$ cat config.mk
export PLATFORM = sky130hd
export DESIGN_NAME = data_io_tx_flat
export DESIGN_NICKNAME = d
export VERILOG_FILES = /design/src/rtl/data_io_pkg.sv /design/src/rtl/data_io_tx_if.sv /design/src/rtl/data_io_tx_spi_byte_tx.sv /design/src/rtl/data_io_tx.sv /design/src/flat_wrapper.sv
export SDC_FILE = /design/constraint.sdc
export NUM_CORES = 1
export LEC_CHECK = 0
export CORE_MARGIN = 2
export CORE_UTILIZATION = 50
export DETAILED_ROUTE_END_ITERATION = 8
export PLACE_DENSITY = 0.73
export RECOVER_POWER = 50
export SLEW_MARGIN = 15
export SYNTH_ARGS = -nofsm -noshare
export SYNTH_HDL_FRONTEND = slang
export SYNTH_HIERARCHICAL = 1
export SYNTH_SLANG_ARGS = --single-unit
$ cat constraint.sdc
create_clock -name clk -period 2.87 [get_ports clk]
set_input_delay 0.4305 -clock clk [delete_from_list [all_inputs] [get_ports clk]]
set_output_delay 0.4305 -clock clk [all_outputs]
set_load 0.02 [all_outputs]
$ cat src/rtl/data_io_pkg.sv
// Constants and state encoding shared by the file-download SPI transmitter and receiver.
package data_io_pkg;

  localparam logic [7:0] UIO_FILE_TX     = 8'h53;
  localparam logic [7:0] UIO_FILE_TX_DAT = 8'h54;
  localparam logic [7:0] UIO_ARG_BEGIN   = 8'h01;
  localparam logic [7:0] UIO_ARG_END     = 8'h00;

  typedef enum logic [2:0] {IDLE, FA, GAP, FD, FE, FIN} state_t;

  // Frame that follows the gap after frame `cur`; an empty download skips FD.
  function automatic state_t next_frame(input state_t cur, input logic has_data);
    case (cur)
      FA:      return has_data ? FD : FE;
      FD:      return FE;
      default: return FIN;
    endcase
  endfunction

endpackage

$ cat src/rtl/data_io_tx_if.sv
// Control, RAM read port and SPI pins of data_io_tx; master is the transmitter's own view.
interface data_io_tx_if #(parameter int ADDR_W = 16);

  logic              start;
  logic [ADDR_W-1:0] start_addr;
  logic [15:0]       len;
  logic              busy;
  logic              done;
  logic [ADDR_W-1:0] rd_addr;
  logic [7:0]        rd_data;
  logic              sck;
  logic              ss;
  logic              sdo;

  modport master (input start, start_addr, len, rd_data,
                  output busy, done, rd_addr, sck, ss, sdo);
  modport slave  (output start, start_addr, len, rd_data,
                  input busy, done, rd_addr, sck, ss, sdo);

endinterface

$ cat src/rtl/data_io_tx_spi_byte_tx.sv
// SPI mode-0 byte serializer: a load presents bit 7 on sdo the next cycle, one bit per 2*CLK_DIV cycles.
// No backpressure; a load coinciding with the last falling edge chains the next byte with no sck gap.
module spi_byte_tx #(
  parameter int CLK_DIV = 2
) (
  input  logic       clk,
  input  logic       reset_n,
  input  logic       i_load,
  input  logic [7:0] i_byte,
  output logic       o_sck,
  output logic       o_sdo,
  output logic       o_need_byte
);

  localparam int DIV_W = (CLK_DIV > 1) ? $clog2(CLK_DIV) : 1;
  localparam logic [DIV_W-1:0] DIV_LAST = DIV_W'(CLK_DIV - 1);
  localparam logic [DIV_W-1:0] DIV_PRE  = DIV_W'((CLK_DIV > 1) ? CLK_DIV - 2 : 0);

  logic             r_act;
  logic             r_sck;
  logic             r_sdo;
  logic [7:0]       r_sh;
  logic [2:0]       r_bit;
  logic [DIV_W-1:0] r_div;
  logic             w_half_end;

  assign w_half_end = (r_div == DIV_LAST);

  always_ff @(posedge clk or negedge reset_n) begin
    if (!reset_n) begin
      r_act <= 1'b0;
      r_sck <= 1'b0;
      r_sdo <= 1'b0;
      r_sh  <= 8'h00;
      r_bit <= 3'd0;
      r_div <= '0;
    end else if (i_load) begin
      r_act <= 1'b1;
      r_sck <= 1'b0;
      r_sdo <= i_byte[7];
      r_sh  <= i_byte;
      r_bit <= 3'd7;
      r_div <= '0;
    end else if (r_act) begin
      if (w_half_end) begin
        r_div <= '0;
        if (!r_sck) begin
          r_sck <= 1'b1;
        end else begin
          r_sck <= 1'b0;
          if (r_bit == 3'd0) begin
            r_act <= 1'b0;
            r_sdo <= 1'b0;
          end else begin
            r_bit <= r_bit - 3'd1;
            r_sh  <= {r_sh[6:0], 1'b0};
            r_sdo <= r_sh[6];
          end
        end
      end else begin
        r_div <= r_div + DIV_W'(1);
      end
    end
  end

  // High one cycle ahead of the last falling edge, so a registered reply lands on that edge.
  assign o_need_byte = r_act && (r_bit == 3'd0) &&
                       ((CLK_DIV == 1) ? !r_sck : (r_sck && (r_div == DIV_PRE)));
  assign o_sck = r_sck;
  assign o_sdo = r_sdo;

endmodule

$ cat src/rtl/data_io_tx.sv
// File-download SPI master: start sends frames 53 01 | 54 + len RAM bytes | 53 00; ss falls 1 cycle after start.
// No backpressure from the receiver; start is ignored while busy.
module data_io_tx
  import data_io_pkg::*;
#(
  parameter int CLK_DIV = 2,
  parameter int ADDR_W  = 16,
  parameter int SS_GAP  = 4
) (
  input logic          clk,
  input logic          reset_n,
  data_io_tx_if.master bus
);

  localparam int CNT_MAX = (CLK_DIV > SS_GAP) ? CLK_DIV : SS_GAP;
  localparam int CNT_W   = $clog2(CNT_MAX + 1);
  localparam logic [CNT_W-1:0] TAIL_LAST = CNT_W'(CLK_DIV - 1);
  localparam logic [CNT_W-1:0] GAP_LAST  = CNT_W'(SS_GAP - 1);

  state_t            r_state, r_ret, w_state_nxt;
  logic [ADDR_W-1:0] r_addr, r_rd_addr;
  logic [15:0]       r_len, r_left;
  logic [7:0]        r_hold, w_byte;
  logic [CNT_W-1:0]  r_cnt;
  logic              r_tail, r_load_pend, r_iss, r_cap;
  logic              w_load, w_need, w_in_frame, w_enter, w_tail_end;
  logic              w_sck, w_sdo;

  spi_byte_tx #(.CLK_DIV(CLK_DIV)) u_byte_tx (
    .clk         (clk),
    .reset_n     (reset_n),
    .i_load      (w_load),
    .i_byte      (w_byte),
    .o_sck       (w_sck),
    .o_sdo       (w_sdo),
    .o_need_byte (w_need)
  );

  assign w_in_frame = (r_state == FA) || (r_state == FD) || (r_state == FE);
  assign w_tail_end = r_tail && (r_cnt == TAIL_LAST);
  assign w_enter    = w_load && !w_in_frame;

  always_comb begin
    w_state_nxt = r_state;
    w_load      = 1'b0;
    w_byte      = 8'h00;
    unique case (r_state)
      IDLE: begin
        if (bus.start) begin
          w_state_nxt = FA;
          w_load      = 1'b1;
          w_byte      = UIO_FILE_TX;
        end
      end
      FA, FD, FE: begin
        if (r_load_pend && (r_left != 16'd0)) begin
          w_load = 1'b1;
          w_byte = (r_state == FD) ? r_hold :
                   ((r_state == FA) ? UIO_ARG_BEGIN : UIO_ARG_END);
        end
        if (w_tail_end) w_state_nxt = GAP;
      end
      GAP: begin
        if (r_cnt == GAP_LAST) begin
          w_state_nxt = r_ret;
          if (r_ret != FIN) begin
            w_load = 1'b1;
            w_byte = (r_ret == FD) ? UIO_FILE_TX_DAT : UIO_FILE_TX;
          end
        end
      end
      FIN:     w_state_nxt = IDLE;
      default: w_state_nxt = IDLE;
    endcase
  end

  always_ff @(posedge clk or negedge reset_n) begin
    if (!reset_n) begin
      r_state     <= IDLE;
      r_ret       <= FA;
      r_addr      <= '0;
      r_rd_addr   <= '0;
      r_len       <= 16'd0;
      r_left      <= 16'd0;
      r_hold      <= 8'h00;
      r_cnt       <= '0;
      r_tail      <= 1'b0;
      r_load_pend <= 1'b0;
      r_iss       <= 1'b0;
      r_cap       <= 1'b0;
    end else begin
      r_state     <= w_state_nxt;
      r_load_pend <= w_need;
      r_iss       <= 1'b0;
      r_cap       <= r_iss;
      if (r_cap) r_hold <= bus.rd_data;
      if ((r_state == IDLE) && bus.start) begin
        r_addr <= bus.start_addr;
        r_len  <= bus.len;
      end
      if (w_enter) begin
        r_tail <= 1'b0;
        r_left <= (w_state_nxt == FD) ? r_len : 16'd1;
        if (w_state_nxt == FD) begin
          r_rd_addr <= r_addr;
          r_iss     <= 1'b1;
        end
      end else if (w_in_frame) begin
        if (w_tail_end) begin
          r_tail <= 1'b0;
          r_cnt  <= '0;
          r_ret  <= next_frame(r_state, r_len != 16'd0);
        end else if (r_tail) begin
          r_cnt <= r_cnt + CNT_W'(1);
        end else if (r_load_pend) begin
          if (r_left == 16'd0) begin
            r_tail <= 1'b1;
            r_cnt  <= '0;
          end else begin
            r_left <= r_left - 16'd1;
            // Fetch the following byte while this one shifts; r_hold refills two cycles later.
            if ((r_state == FD) && (r_left != 16'd1)) begin
              r_rd_addr <= r_rd_addr + ADDR_W'(1);
              r_iss     <= 1'b1;
            end
          end
        end
      end else if (r_state == GAP) begin
        r_cnt <= r_cnt + CNT_W'(1);
      end
    end
  end

  assign bus.ss      = !w_in_frame;
  assign bus.sck     = w_sck;
  assign bus.sdo     = w_sdo;
  assign bus.busy    = (r_state != IDLE) && (r_state != FIN);
  assign bus.done    = (r_state == FIN);
  assign bus.rd_addr = r_rd_addr;

endmodule
$ cat src/flat_wrapper.sv
// flat-port wrapper written by rule: the top's interface ports become plain ports
module data_io_tx_flat import data_io_pkg::*;
#(
  parameter int CLK_DIV = 2,
  parameter int ADDR_W  = 16,
  parameter int SS_GAP  = 4
)
  (clk, reset_n, bus_start, bus_start_addr, bus_len, bus_rd_data, bus_busy, bus_done, bus_rd_addr, bus_sck, bus_ss, bus_sdo);
  data_io_tx_if #(.ADDR_W(ADDR_W)) bus_i ();
  input logic clk;
  input logic reset_n;
  input wire logic [$bits(bus_i.start)-1:0] bus_start;
  input wire logic [$bits(bus_i.start_addr)-1:0] bus_start_addr;
  input wire logic [$bits(bus_i.len)-1:0] bus_len;
  input wire logic [$bits(bus_i.rd_data)-1:0] bus_rd_data;
  output wire logic [$bits(bus_i.busy)-1:0] bus_busy;
  output wire logic [$bits(bus_i.done)-1:0] bus_done;
  output wire logic [$bits(bus_i.rd_addr)-1:0] bus_rd_addr;
  output wire logic [$bits(bus_i.sck)-1:0] bus_sck;
  output wire logic [$bits(bus_i.ss)-1:0] bus_ss;
  output wire logic [$bits(bus_i.sdo)-1:0] bus_sdo;
  assign bus_i.start = bus_start;
  assign bus_i.start_addr = bus_start_addr;
  assign bus_i.len = bus_len;
  assign bus_i.rd_data = bus_rd_data;
  assign bus_busy = bus_i.busy;
  assign bus_done = bus_i.done;
  assign bus_rd_addr = bus_i.rd_addr;
  assign bus_sck = bus_i.sck;
  assign bus_ss = bus_i.ss;
  assign bus_sdo = bus_i.sdo;
  data_io_tx #(.CLK_DIV(CLK_DIV), .ADDR_W(ADDR_W), .SS_GAP(SS_GAP)) u_core (.clk(clk), .reset_n(reset_n), .bus(bus_i));
endmodule
==> results of run 1 <==
-- cell type report --
cell class,instances,area share
timing repair buffer,77,0.120
multi-input combinational,356,0.397
clock buffer,11,0.0252
inverter,10,0.00624
tap,133,0.0276
sequential,99,0.412
clock inverter,4,0.0123
-- worst min-delay path by stage --
| stage | to | slack [ns] | cells after the start |
|---|---|---|---|
| after floorplan | u_core/bus.rd_addr[0] | 0.13 | 0 |
| after global placement | u_core/r_cap | 0.33 | 0 |
| after detailed placement | u_core/r_cap | 0.34 | 0 |
| after CTS | u_core/r_len[4] | 0.09 | 1 |
| after global routing | u_core/r_cap | 0.36 | 0 |
| final | u_core/r_len[1] | 0.32 | 1 |
-- power by group --
part / leakage, nW / switching, mW / internal, mW
Combinational: 1.29 / 1.05 / 1.03
Clock: 0.115 / 0.463 / 0.534
Sequential: 1.23 / 0.573 / 1.96
Total: 2.64 / 2.09 / 3.53
-- Yosys cell counts, types with 2 or more instances --
library cell | count | area, µm²
and2_1 | 5 | 31.3
nand4_1 | 6 | 37.5
a21o_1 | 10 | 75.1
o21a_1 | 2 | 15.0
buf_2 | 6 | 30.0
nand2b_1 | 6 | 37.5
and4_1 | 3 | 26.3
nor4b_4 | 2 | 47.6
o22ai_1 | 6 | 37.5
nor3b_2 | 2 | 25.0
inv_1 | 9 | 33.8
a41oi_1 | 2 | 17.5
nor2b_1 | 2 | 12.5
xnor2_1 | 3 | 26.3
a31oi_1 | 13 | 81.3
nor3_1 | 6 | 30.0
a21oi_1 | 45 | 225
nand2_1 | 48 | 180
mux2_2 | 43 | 484
a2bb2oi_1 | 6 | 52.6
or2b_1 | 2 | 15.0
o211ai_1 | 2 | 15.0
clkbuf_1 | 11 | 41.3
o21ai_0 | 34 | 170
buf_6 | 4 | 45.0
dfrtp_1 | 98 | 2450
buf_4 | 3 | 22.5
nand3b_1 | 3 | 22.5
nor4_1 | 9 | 56.3
and3_1 | 8 | 50.1
xor2_1 | 6 | 52.6
mux2i_1 | 3 | 30.0
nand3_1 | 23 | 115
nor2_1 | 27 | 101
ha_1 | 8 | 100
-- sequential cells by signal, summed over array words and instances, names as in the netlist, 7 cells and up --
name	flops
u_core/u_byte_tx/r_sh	7
u_core/bus.rd_addr	16
u_core/r_hold	8
u_core/r_len	16
u_core/r_left	16
u_core/r_addr	16
-- kinds of logic after synthesis --
kind of cell / count (synthesis)
compound gates: 131
flops: 99
mux: 46
fa+ha+maj: 8
buf+inv: 35
xor+xnor: 9
simple gates: 162
-- metrics by stage --
step                      hold WS (ns)  total power, mW  cells  worst slack, ns
final                            0.322             5.62    690            0.221
after floorplan                  0.135             3.87    490            0.408
after detailed placement         0.338             4.62    675            0.386
after global routing             0.362             6.03    690           0.0990
after CTS                       0.0945             5.63    690           0.0447
after global placement           0.335             4.51    675            0.468
-- routing by layer --
layer,track usage,part of all wire,up-vias
met5,0,0,-
met4,0.0685,0.014,0
met3,0.0420,0.055,20
met2,0.359,0.49,135
met1,0.312,0.44,2004
li1,-,-,1906
==> impl_metrics.csv, run 1 <==
group,metric,value,unit
cts,ctsHoldBuffers,0,
setup_path,cp.depth,3,
floorplan,num_io_pins,64,
cells_and_area,multi_input_comb_area,0.00239,mm²
setup_path,crit_slowest_cell,"clkdlybuf4s50_1",
setup_path,startpoint_type,"flip-flop",
power_and_ir_drop,p_leak,2.64,nW
cells_and_area,final_common_cell,"dfrtp_1",
cts,clk_path_buf_depth,2,
cells_and_area,utilization,0.616,
outcome,status,"finished, final reports clean",
floorplan,die-area,0.0109,mm²
detailed_routing,drc_errors,0,
logic_synthesis,synth_xor_area_frac,0.0156,
setup_path,cp_max_fo,11,
floorplan,num_rows,36,
cts,clock_latency,0.36,ns
power_and_ir_drop,ir_drop,0.508,mV
place,port_buffers,63,
logic_synthesis,synthMuxAreaShare,0.102,
setup_path,crit_start,"u_core/r_state[2]",
grt,grt_pass1_wl,19.9,mm
timing,setup_violations,0,
setup_path,crit_type,"flip-flop to output port",
setup_path,cp_cell_sequence,"and2b_1, nor2_4, clkdlybuf4s50_1",
detailed_routing,routed_wl,11.6,mm
timing,tightest_slew,1.26,ns
cells_and_area,seq_area,0.00248,mm²
timing,skew,0.00993,ns
timing,setup_tns,0,ns
logic_synthesis,ys_async_sr_fraction,1.00,
floorplan,start_util,0.516,
grt,grt_max_degree,50,
floorplan,core_area,0.00977,mm²
setup_path,cp-endpoint,"bus_ss",
grt,antenna_found_initial,0,
setup_path,reg2regPathDepth,9,
setup_path,critPathArrivalTime,2.22,ns
detailed_routing,antenna_left,0,
grt,gr-total-overflow,0,
cells_and_area,n_fill_cell,863,
cts,htree_levels,3,
cells_and_area,fin_nets,604,
logic_synthesis,synth-seq-cells,99,
logic_synthesis,synthFlopType,"dfrtp_1",
job,maxCapViolCount,0,
logic_synthesis,synthAdderAreaFrac,0.0198,
cells_and_area,drive_gt1_frac,0.149,
setup_path,cp.required,2.44,ns
logic_synthesis,synth_nets,541,
logic_synthesis,ys_seq_area_frac,0.491,
cells_and_area,syn_to_final_growth,19.3,%
logic_synthesis,synth_top_family_by_area,"simple AND/OR/NAND/NOR gates",
cts,clock_sink_count,99,
cts,clk_transition_reported_paths,0.09,ns
logic_synthesis,synth_edf_count,0,
worst_hold_path,min_path_type,"input pin to asynchronous set/reset pin",
timing,max_slew_margin,0.158,
setup_path,cpPeakStageDelay,0.67,ns
cells_and_area,fin_area,0.00602,mm²
logic_synthesis,ys_warn_count,6,
place,gp_congestion,0.899,
grt,grt_pass1_vias,4022,
setup_path,r2r_start,"u_core/r_left[0]",
logic_synthesis,synth_area,0.00504,mm²
detailed_routing,initialDrtViolationCount,328,
cts,cts_resized,0,
logic_synthesis,synth_compound_area_frac,0.161,
logic_synthesis,syn_area_per_cell,10.3,µm²
place,hpwl,8.14,mm
setup_path,r2r_slack,0.35,ns
cts,cts-root-buf,"clkbuf_8",
timing,period_needed,2.65,ns
detailed_routing,vias,4065,
power_and_ir_drop,powerDensity,933,mW/mm²
floorplan,dieHeight,104,µm
timing,finalCritPeriodShare,0.923,
cts,cts_tree,"built",
logic_synthesis,postSynthCellCount,490,
timing,fmax,378,MHz
cts,cts_buffers,9,
cells_and_area,antenna_cells,0,
setup_path,end_kind,"output port",
floorplan,dieWidth,104,µm
setup_path,r2r_end,"u_core/bus.rd_addr[0]",
cts,post_cts_buffers,0,
timing,rsz0062_at_grt,"false",
logic_synthesis,yosys.cell_types.count,59,
place,placed_area,0.00580,mm²
grt,track_usage,0.225,
setup_path,crit_family,"buffers and inverters",
logic_synthesis,synth_simple_gate_area_frac,0.174,
timing,report.final.slew_viol_count,0,
detailed_routing,wl_per_cell,16.9,µm
setup_path,worstPathBufferInverterCount,1,
detailed_routing,drt-vias-per-instance,5.89,
detailed_routing,first_pass_iters,5,
timing,hold_viol,0,
cells_and_area,layout_common_cells,"98 x dfrtp_1, 62 x clkdlybuf4s50_1, 48 x nand2_1, 44 x a21oi_1, 43 x mux2_2",
Note: power is estimated with default switching activity, not from simulation.
==> inputs of run 2 (changes only) <==
--- a/config.mk
+++ b/config.mk
@@ -8,9 +8,9 @@
 export CORE_MARGIN = 2
 export CORE_UTILIZATION = 50
 export DETAILED_ROUTE_END_ITERATION = 8
-export PLACE_DENSITY = 0.73
+export PLACE_DENSITY = 0.8
 export RECOVER_POWER = 50
-export SLEW_MARGIN = 15
+export SLEW_MARGIN = 20
 export SYNTH_ARGS = -nofsm -noshare
 export SYNTH_HDL_FRONTEND = slang
 export SYNTH_HIERARCHICAL = 1
==> impl_metrics.csv, run 2 (synthesis gave the netlist of run 1 again) <==
group,metric,value,unit
setup_path,cp.required,2.44,ns
cts,clk_path_buf_depth,2,
power_and_ir_drop,swShare,0.390,
grt,antenna_found_initial,0,
detailed_routing,wl_per_cell,16.4,µm
power_and_ir_drop,powerDensity,912,mW/mm²
outcome,status,"finished, final reports clean",
setup_path,cp.depth,3,
cells_and_area,drive_gt1_frac,0.149,
power_and_ir_drop,seqPwrFrac,0.465,
floorplan,start_util,0.516,
cells_and_area,n_fill_cell,813,
grt,gr-total-overflow,0,
cells_and_area,syn_to_final_growth,18.4,%
grt,grt_pass1_vias,4084,
cts,htree_levels,3,
place,port_buffers,63,
timing,setup_tns,0,ns
worst_hold_path,min_path_type,"input pin to asynchronous set/reset pin",
timing,hold_viol,0,
place,post-place-cells,675,
floorplan,dieHeight,104,µm
grt,grt_use_met1,0.282,
cells_and_area,layout_common_cells,"98 x dfrtp_1, 62 x clkdlybuf4s50_1, 48 x nand2_1, 43 x a21oi_1, 43 x mux2_2",
cells_and_area,seq_area,0.00248,mm²
cts,ctsHoldBuffers,0,
floorplan,core_area,0.00977,mm²
detailed_routing,vias,4088,
grt,grt_busiest_layer,"met2",
cts,clock_latency,0.37,ns
timing,report.final.slew_viol_count,0,
setup_path,critPathArrivalTime,2.20,ns
grt,grt_max_degree,47,
grt,met3_usage,0.0482,
grt,track_usage,0.217,
power_and_ir_drop,power.switching,2.12,mW
floorplan,num_io_pins,64,
cells_and_area,final_common_cell,"dfrtp_1",
grt,grt_pass1_wl,19.3,mm
timing,max_slew_margin,0.0772,
power_and_ir_drop,ir_drop,0.474,mV
setup_path,crit_slowest_cell,"clkdlybuf4s50_1",
timing,rsz0062_at_grt,"false",
place,hpwl,8.10,mm
power_and_ir_drop,p_leak,2.61,nW
power_and_ir_drop,internal-power,3.32,mW
timing,tightest_slew,1.38,ns
timing,finalCritPeriodShare,0.915,
timing,period_needed,2.63,ns
cts,cts_tree,"built",
job,maxCapViolCount,0,
setup_path,reg2regPathDepth,7,
setup_path,cpPeakStageDelay,0.68,ns
detailed_routing,first_pass_iters,5,
setup_path,crit_family,"buffers and inverters",
detailed_routing,drc_errors,0,
cells_and_area,fin_nets,604,
setup_path,startpoint_type,"flip-flop",
setup_path,crit_type,"flip-flop to output port",
place,gp_congestion,0.864,
floorplan,num_rows,36,
power_and_ir_drop,clock_power_share,0.152,
timing,fmax,381,MHz
setup_path,worstPathBufferInverterCount,1,
detailed_routing,initialDrtViolationCount,361,
cts,clock_sink_count,99,
cells_and_area,antenna_cells,0,
detailed_routing,drt-vias-per-instance,5.92,
setup_path,end_kind,"output port",
setup_path,cp_cell_sequence,"and2b_1, nor2_4, clkdlybuf4s50_1",
timing,setup_violations,0,
detailed_routing,antenna_left,0,
floorplan,die-area,0.0109,mm²
timing,skew,0.0113,ns
cells_and_area,multi_input_comb_area,0.00238,mm²
cts,post_cts_buffers,0,
cts,cts_buffers,9,
cts,clk_transition_reported_paths,0.09,ns
cts,cts-root-buf,"clkbuf_8",
floorplan,dieWidth,104,µm
power_and_ir_drop,comb_power_share,0.383,
detailed_routing,routed_wl,11.3,mm
setup_path,cp_max_fo,11,
grt,grtUsageMet2,0.365,
cells_and_area,layoutNonFillerInstCount,691,
[run 2: changes by cell type in the layout (fill, tap and decap cells not counted), sizes merged]
cell      previous run  this run
inv                  9        12
bufinv               2         0
clkinvlp             0         2
clkbuf              15        14
clkinv               3         2
[run 2: through the flow]
stage / setup WS [ns] / power, mW / hold slack [ns] / utilization / area [µm²]
after floorplan: 0.408 / 3.87 / 0.135 / - / 5040
after global placement: 0.332 / 4.51 / 0.334 / 0.595 / 5820
after detailed placement: 0.227 / 4.63 / 0.337 / 0.595 / 5820
after CTS: 0.0126 / 5.46 / 0.0861 / 0.613 / 5990
after global routing: 0.0899 / 5.83 / 0.386 / 0.611 / 5970
final: 0.244 / 5.44 / 0.288 / 0.611 / 5970
[run 2: layer usage]
metal,share of wire,vias to the layer above
li1,-,1915
met1,0.43,2005
met2,0.49,154
met3,0.064,14
met4,0.011,0
met5,0,-
[run 2: final cells by class]
cell class              instances  area share
multi-input cells             356       0.399
flip-flops and latches         99       0.415
clock inverters                 6     0.00817
clock buffers                  10      0.0214
repair buffers                 77       0.123
well taps                     133      0.0279
inverters                      10     0.00629
[run 2: worst register-to-register path, stage by stage, from the launching register on]
cell and delay (ns):
dfrtp_1 0.49, nor4b_1 0.86, buf_4 0.34, a21oi_1 0.06, nand2_1 0.10, and3_1 0.26, a21oi_1 0.10, a311oi_1 0.23
[run 2: what timing repair did]
action,4_1_cts,5_1_grt
hold endpoints to repair,0,0
setup endpoints to repair,0,2
gates resized for setup,0,2
[run 2: power groups by stage]
stage | combinational [mW] | sequential [mW] | clock, mW
2_1_floorplan | 1.41 | 2.46 | 0
3_3_place_gp | 2.00 | 2.52 | 0
3_5_place_dp | 2.08 | 2.55 | 0
4_1_cts | 2.09 | 2.52 | 0.848
5_1_grt | 2.30 | 2.62 | 0.909
6_report | 2.09 | 2.53 | 0.829
[run 2: final timing paths]
path,end,slack (ns),start
max,bus_ss,0.24,u_core/r_state[2]
min,u_core/r_state[2],0.29,reset_n
max reg2reg,u_core/r_left[2],0.35,u_core/r_state[1]
min reg2reg,u_core/r_cap,0.37,u_core/r_iss
max in group asynchronous,u_core/r_len[13],0.73,reset_n
min in group clk,u_core/r_cap,0.37,u_core/r_iss
==> inputs of run 3 (changes only) <==
--- a/config.mk
+++ b/config.mk
@@ -7,6 +7,7 @@
 export LEC_CHECK = 0
 export CORE_MARGIN = 2
 export CORE_UTILIZATION = 50
+export CTS_CLUSTER_DIAMETER = 40
 export DETAILED_ROUTE_END_ITERATION = 8
 export PLACE_DENSITY = 0.8
 export RECOVER_POWER = 50
==> results of run 3 <==
Same layout as run 2: the final DEF is identical, and so are final timing and power.
